--- config.mk ---
export PLATFORM = sky130hd
export DESIGN_NAME = sa_sequencer
export DESIGN_NICKNAME = d
export VERILOG_FILES = /design/src/rtl/sa_pkg.sv /design/src/rtl/sa_result_mux.sv /design/src/rtl/sa_sequencer.sv
export SDC_FILE = /design/constraint.sdc
export NUM_CORES = 1
export LEC_CHECK = 0
export ABC_AREA = 1
export CAP_MARGIN = 30
export CORE_AREA = 2 2 515 517
export CTS_CLUSTER_DIAMETER = 40
export CTS_CLUSTER_SIZE = 28
export DETAILED_ROUTE_END_ITERATION = 7
export DIE_AREA = 0 0 517 519
export PLACE_DENSITY = 0.3
export SYNTH_ARGS = -nofsm -noshare
export SYNTH_HDL_FRONTEND = slang
export SYNTH_SLANG_ARGS = --single-unit
--- constraint.sdc ---
create_clock -name clk -period 9.1 [get_ports clk]
set_input_delay 0.91 -clock clk [delete_from_list [all_inputs] [get_ports clk]]
set_output_delay 0.91 -clock clk [all_outputs]
set_load 0.01 [all_outputs]
--- src/rtl/sa_pkg.sv ---
// sa_pkg: shared constants and types for the systolic-array run controller.
//   - Default array geometry (N, ACC_W, PE_LAT, CNT_W).
//   - Derived phase lengths for the default geometry.
//   - Run-controller state encoding.
package sa_pkg;

  localparam int unsigned SA_N      = 8;
  localparam int unsigned SA_ACC_W  = 20;
  localparam int unsigned SA_PE_LAT = 1;
  localparam int unsigned SA_CNT_W  = 5;

  localparam int unsigned FEED_LEN  = 2 * SA_N - 1;
  localparam int unsigned DRAIN_LEN = SA_N - 1 + SA_PE_LAT;
  localparam int unsigned NUM_RES   = SA_N * SA_N;

  localparam logic [2:0] ST_IDLE   = 3'd0;
  localparam logic [2:0] ST_CLEAR  = 3'd1;
  localparam logic [2:0] ST_FEED   = 3'd2;
  localparam logic [2:0] ST_DRAIN  = 3'd3;
  localparam logic [2:0] ST_UNLOAD = 3'd4;

  typedef enum logic [2:0] {
    StIdle   = ST_IDLE,
    StClear  = ST_CLEAR,
    StFeed   = ST_FEED,
    StDrain  = ST_DRAIN,
    StUnload = ST_UNLOAD
  } sa_state_e;

endpackage

--- src/rtl/sa_result_mux.sv ---
// sa_result_mux: N*N:1 selector picking one ACC_W-wide accumulator out of the flattened
// PE result bus. Entry k lives at i_c_flat[k*ACC_W +: ACC_W].
//   i_c_flat  in   N*N*ACC_W  flattened PE accumulators
//   i_idx     in   IDX_W      row-major entry index
//   o_data    out  ACC_W      selected accumulator (0 for out-of-range index)
module sa_result_mux #(
  parameter int unsigned N     = 8,
  parameter int unsigned ACC_W = 20,
  parameter int unsigned IDX_W = 10
) (
  input  logic [N*N*ACC_W-1:0] i_c_flat,
  input  logic [IDX_W-1:0]     i_idx,
  output logic [ACC_W-1:0]     o_data
);

  always_comb begin
    o_data = '0;
    for (int k = 0; k < N * N; k++) begin
      if (i_idx == IDX_W'(k)) begin
        o_data = i_c_flat[k*ACC_W +: ACC_W];
      end
    end
  end

endmodule

--- src/rtl/sa_sequencer.sv ---
// sa_sequencer: run controller for the NxN systolic matrix multiplier.
// Sequence per run: CLEAR (1 cycle) -> FEED (2N-1 cycles, count=1..2N-1) ->
// DRAIN (N-1+PE_LAT cycles) -> UNLOAD (N*N valid/ready handshakes, row-major) -> IDLE + done.
// Optional feature macro: SA_SEQ_PERF_EN (busy-cycle counter on perf_cycles; tied to 0 otherwise).
//   clk          in   1          system clock
//   rst          in   1          asynchronous active-high reset
//   start        in   1          run request, only honoured in IDLE
//   count        out  CNT_W      feed index to operand-feed stage (0 = inject zeros)
//   pe_clr       out  1          clear PE accumulators
//   pe_en        out  1          advance/accumulate PE array
//   c_flat       in   N*N*ACC_W  PE accumulators
//   res_data     out  ACC_W      result element
//   res_idx      out  2*CNT_W    row-major index of res_data
//   res_valid    out  1          result valid
//   res_ready    in   1          downstream accept
//   busy         out  1          run in progress
//   done         out  1          one-cycle completion pulse
//   perf_cycles  out  16         busy-cycle count of the last completed run
module sa_sequencer
  import sa_pkg::*;
#(
  parameter int unsigned N      = SA_N,
  parameter int unsigned ACC_W  = SA_ACC_W,
  parameter int unsigned PE_LAT = SA_PE_LAT,
  parameter int unsigned CNT_W  = SA_CNT_W
) (
  input  logic                 clk,
  input  logic                 rst,
  input  logic                 start,
  output logic [CNT_W-1:0]     count,
  output logic                 pe_clr,
  output logic                 pe_en,
  input  logic [N*N*ACC_W-1:0] c_flat,
  output logic [ACC_W-1:0]     res_data,
  output logic [2*CNT_W-1:0]   res_idx,
  output logic                 res_valid,
  input  logic                 res_ready,
  output logic                 busy,
  output logic                 done,
  output logic [15:0]          perf_cycles
);

  localparam int unsigned      IdxW      = 2 * CNT_W;
  localparam logic [CNT_W-1:0] FeedLast  = CNT_W'(2 * N - 1);
  localparam logic [CNT_W-1:0] DrainLast = CNT_W'(N - 2 + PE_LAT);
  localparam logic [IdxW-1:0]  IdxLast   = IdxW'(N * N - 1);

  sa_state_e        r_state, w_state_next;
  logic [CNT_W-1:0] r_phase;
  logic [IdxW-1:0]  r_idx;
  logic             r_done;

  logic             w_start_acc;
  logic             w_hs;
  logic             w_last_hs;
  logic [ACC_W-1:0] w_mux_data;

  assign w_start_acc = (r_state == StIdle) && start;
  assign w_hs        = (r_state == StUnload) && res_ready;
  assign w_last_hs   = w_hs && (r_idx == IdxLast);

  always_comb begin
    w_state_next = r_state;
    unique case (r_state)
      StIdle:   if (start)                 w_state_next = StClear;
      StClear:                             w_state_next = StFeed;
      StFeed:   if (r_phase == FeedLast)   w_state_next = StDrain;
      StDrain:  if (r_phase == DrainLast)  w_state_next = StUnload;
      StUnload: if (w_last_hs)             w_state_next = StIdle;
      default:                             w_state_next = StIdle;
    endcase
  end

  always_ff @(posedge clk or posedge rst) begin
    if (rst) begin
      r_state <= StIdle;
      r_phase <= '0;
      r_idx   <= '0;
      r_done  <= 1'b0;
    end else begin
      r_state <= w_state_next;
      r_done  <= w_last_hs;
      // r_phase doubles as the FEED count (preloaded to 1) and the DRAIN cycle counter.
      case (r_state)
        StClear:         r_phase <= CNT_W'(1);
        StFeed, StDrain: r_phase <= (w_state_next != r_state) ? '0 : r_phase + CNT_W'(1);
        default:         r_phase <= '0;
      endcase
      if (w_hs) begin
        r_idx <= w_last_hs ? '0 : r_idx + IdxW'(1);
      end
    end
  end

  sa_result_mux #(
    .N     (N),
    .ACC_W (ACC_W),
    .IDX_W (IdxW)
  ) u_result_mux (
    .i_c_flat (c_flat),
    .i_idx    (r_idx),
    .o_data   (w_mux_data)
  );

  always_comb begin
    count     = '0;
    pe_clr    = 1'b0;
    pe_en     = 1'b0;
    res_valid = 1'b0;
    res_data  = '0;
    res_idx   = r_idx;
    busy      = (r_state != StIdle);
    done      = r_done;
    unique case (r_state)
      StClear:  pe_clr = 1'b1;
      StFeed: begin
        pe_en = 1'b1;
        count = r_phase;
      end
      StDrain:  pe_en = 1'b1;
      StUnload: begin
        res_valid = 1'b1;
        res_data  = w_mux_data;
      end
      default: ;
    endcase
  end

`ifdef SA_SEQ_PERF_EN
  logic [15:0] r_perf_cnt;
  logic [15:0] r_perf_out;
  logic [15:0] w_perf_inc;

  assign w_perf_inc = (r_perf_cnt == 16'hFFFF) ? r_perf_cnt : r_perf_cnt + 16'd1;

  // The last handshake cycle is itself busy, so the latched value includes it.
  always_ff @(posedge clk or posedge rst) begin
    if (rst) begin
      r_perf_cnt <= '0;
      r_perf_out <= '0;
    end else begin
      if (w_start_acc) begin
        r_perf_cnt <= '0;
      end else if (r_state != StIdle) begin
        r_perf_cnt <= w_perf_inc;
      end
      if (w_last_hs) begin
        r_perf_out <= w_perf_inc;
      end
    end
  end

  assign perf_cycles = r_perf_out;
`else
  assign perf_cycles = 16'h0;
`endif

endmodule
==> metrics.yaml, run 1 <==
syn_area_per_cell_um2: 4.51
worstRegToRegCells: 11
initial_core_util_pct: 6.23
slew_headroom_pct: 33.3
status: "finished clean"
drv_slew: 0
h-tree-depth: 1
fin_skew_ns: 0.00308
synth_largest_area_cell: "nand2_1"
crit_slowest_cell: "dfrtp_1"
min_from: "r_phase[0]"
synth_xor_area_share_pct: 0.320
cpPeakStageDelay_ns: 0.40
synth_compound_area_share_pct: 9.55
yosysWarnings: 0
hold_buffers: 0
drtPass1Iterations: 5
first_global_vias: 30500
die_w_um: 517
dr.first_iter.drc_count: 1722
num_rows: 189
grt_pass1_wl_mm: 297
synth_top_area_share_pct: 37.9
r2r_start: "res_idx[7]"
dieArea_um2: 268000
vdd_drop_max_v: 0.0000457
pre_cts_slack_ns: -0.920
synth_top_family_by_area: "simple AND/OR/NAND/NOR gates"
ant_nets: 0
cpMostUsedCell: "nand2_1"
gp_congestion: 0.905
syn2layout_area_growth_pct: 129
ys_ff_latch: 19
clkSlewWorstSetupHoldPaths_ns: 0.06
rsz0062_at_grt: "true"
critPathCaptureType: "output port"
clock_path_buffers: 2
ios: 1340
clk_latency_ns: 0.28
yosysSeqAreaShare_pct: 2.90
yosysMostFrequentCell: "nand2_1"
pwr-share-comb_pct: 77.2
start_kind: "register"
netlist_instances: 3633
cts_tree: "built"
tightest_slew_ns: 1.00
drive_gt1_share_pct: 16.4
synthTopCellsByCount: "1657 x nand2_1, 563 x nand3_1, 497 x inv_1"
synth-simple-area-share_pct: 67.6
route.vias.total: 29800
postLayoutSetupSlackWorst_ns: 0.331
setup_viol: 0
synth_area_um2: 16400
critical_path_required_ns: 8.19
synth_edf_count: 0
clkPwrFrac_pct: 11.5
p_switching_uw: 243
cp_data_arrival_time_ns: 7.86
synthAdderAreaFrac_pct: 0.458
maxCapViolations: 0
hold_viol_final: 0
hp-class: "reg -> reg"
clock_sinks: 19
grt_max_degree: 44
fmax_mhz: 114
p_leak_nw: 15.9
die_height_um: 519
synth_area_leaders: "nand2_1 38%, nand3_1 17%, inv_1 11%"
p_per_area_nw_per_um2: 24.1
whs_endpoint: "r_phase[0]"
yosys.cell_types.count: 47
gr-usage-all-layers_pct: 16.6
cts_root_buf: "clkbuf_16"
r2r_end: "r_phase[0]"
drc: 0
crit_fanout: 5
placedCellCount: 8588
drt-total-wl_mm: 235
synth_ff_type: "dfrtp_1"
port_buffers: 1323
min_period_ns: 8.77
vias_per_cell: 3.44
period_share_pct: 96.4
internal-power_uw: 666
synthArstFlopShare_pct: 100
fin_cells: 8664
place_hpwl_mm: 210
core_area_um2: 263000
critPathKind: "reg -> out"
wl_per_cell_um: 27.1
overflow: 0
sw_frac_of_total_pct: 26.7
p_seq_share_pct: 11.3
numCtsBuffers: 3
r2r_slack_ns: 5.85
setup-tns-final_ns: 0
nets: 6372
hold-path-cell-count: 1
synthMuxAreaShare_pct: 0.0610
antenna_found_initial: 143
## worst max path at each step
| stage | startpoint | depth (start not counted) | to |
|---|---|---|---|
| 4_1_cts | res_idx[0] | 75 | res_data[16] |
| 6_report | res_idx[0] | 75 | res_data[8] |
| 5_1_grt | res_idx[1] | 71 | res_data[10] |
| 2_1_floorplan | res_idx[0] | 68 | res_data[19] |
| 3_3_place_gp | res_idx[1] | 71 | res_data[10] |
| 3_5_place_dp | res_idx[1] | 71 | res_data[10] |
## sequential cells by signal (all words and copies together) (netlist names)
| name | count |
|---|---|
| r_state | 3 |
| r_phase | 5 |
| done | 1 |
| res_idx | 10 |
## through the flow
stage	hold slack, ns	power [mW]	area (µm²)	util [%]
after floorplan	0.485	0.157	16500	-
after CTS	0.588	0.921	36700	13.9
after global placement	0.578	0.806	35800	13.6
after detailed placement	0.575	0.802	35900	13.6
final	0.593	0.909	37600	14.3
after global routing	0.621	0.959	37600	14.3
## placed cells by master, fill, tap and decap left out, types with 17 or more instances in the layout
cell type        count
nand2_1           1567
clkdlybuf4s50_1   1304
inv_1              494
nand3_1            438
buf_4              272
o21ai_0            192
or2_2              158
nand3_2            116
nand2_2             72
nor2_1              52
diode_2             50
buf_12              43
nand4_1             32
nor2_2              26
nand2_4             25
nor3_1              20
a21oi_1             20
o21ai_1             20
nor2_4              17
dfrtp_1             17
## metal layers
layer | global-route usage [%] | share of wire [%] | routed length (µm)
met5 | 0 | 0.20 | 470
met4 | 3.33 | 2.3 | 5350
met3 | 4.68 | 7.9 | 18500
met2 | 30.5 | 50 | 118000
met1 | 19.0 | 39 | 92300
## power groups by stage
stage	Sequential, mW	Clock, mW	Combinational, mW
after global routing	0.104	0.118	0.736
after CTS	0.103	0.113	0.705
after global placement	0.104	0	0.702
after detailed placement	0.104	0	0.699
final	0.103	0.105	0.701
after floorplan	0.101	0	0.0553
## worst max-delay path, delay by kind of cell (launching register included)
| kind | cells | cell delay [ns] |
|---|---|---|
| DFF | 1 | 0.40 |
| AOI/OAI and AO/OA | 2 | 0.17 |
| buffers and inverters | 8 | 1.31 |
| adders and majority gates | 1 | 0.16 |
| and+or+nand+nor | 64 | 5.50 |
## what timing repair did
action	in CTS	in global routing
pin swaps	29	98
endpoints found under the setup margin	20	20
buffers inserted	8	15
gates resized for setup	178	198
gates cloned	1	0
## area by class of cell
type | count | area [µm²]
Clock buffer | 4 | 78.8
Timing Repair Buffer | 1654 | 16300
Multi-Input combinational cell | 2881 | 14200
Fill cell | 31200 | 226000
Tap cell | 3533 | 4420
Inverter | 523 | 1970
Antenna cell | 50 | 125
Sequential cell | 19 | 478
## logic make-up after synthesis
| kind of cell | Yosys count |
|---|---|
| simple gates | 2569 |
| buf+inv | 748 |
| compound gates | 283 |
| fa+ha+maj | 6 |
| other cells | 1 |
| mux | 1 |
| flops | 19 |
| xor+xnor | 6 |
Note: power is estimated with default switching activity, not from simulation.
==> inputs of run 2 (changes only) <==
- ABC_CLOCK_PERIOD_IN_PS: default -> 9100
==> results of run 2 <==
The final DEF is identical to that of run 1; final timing and power are the same.
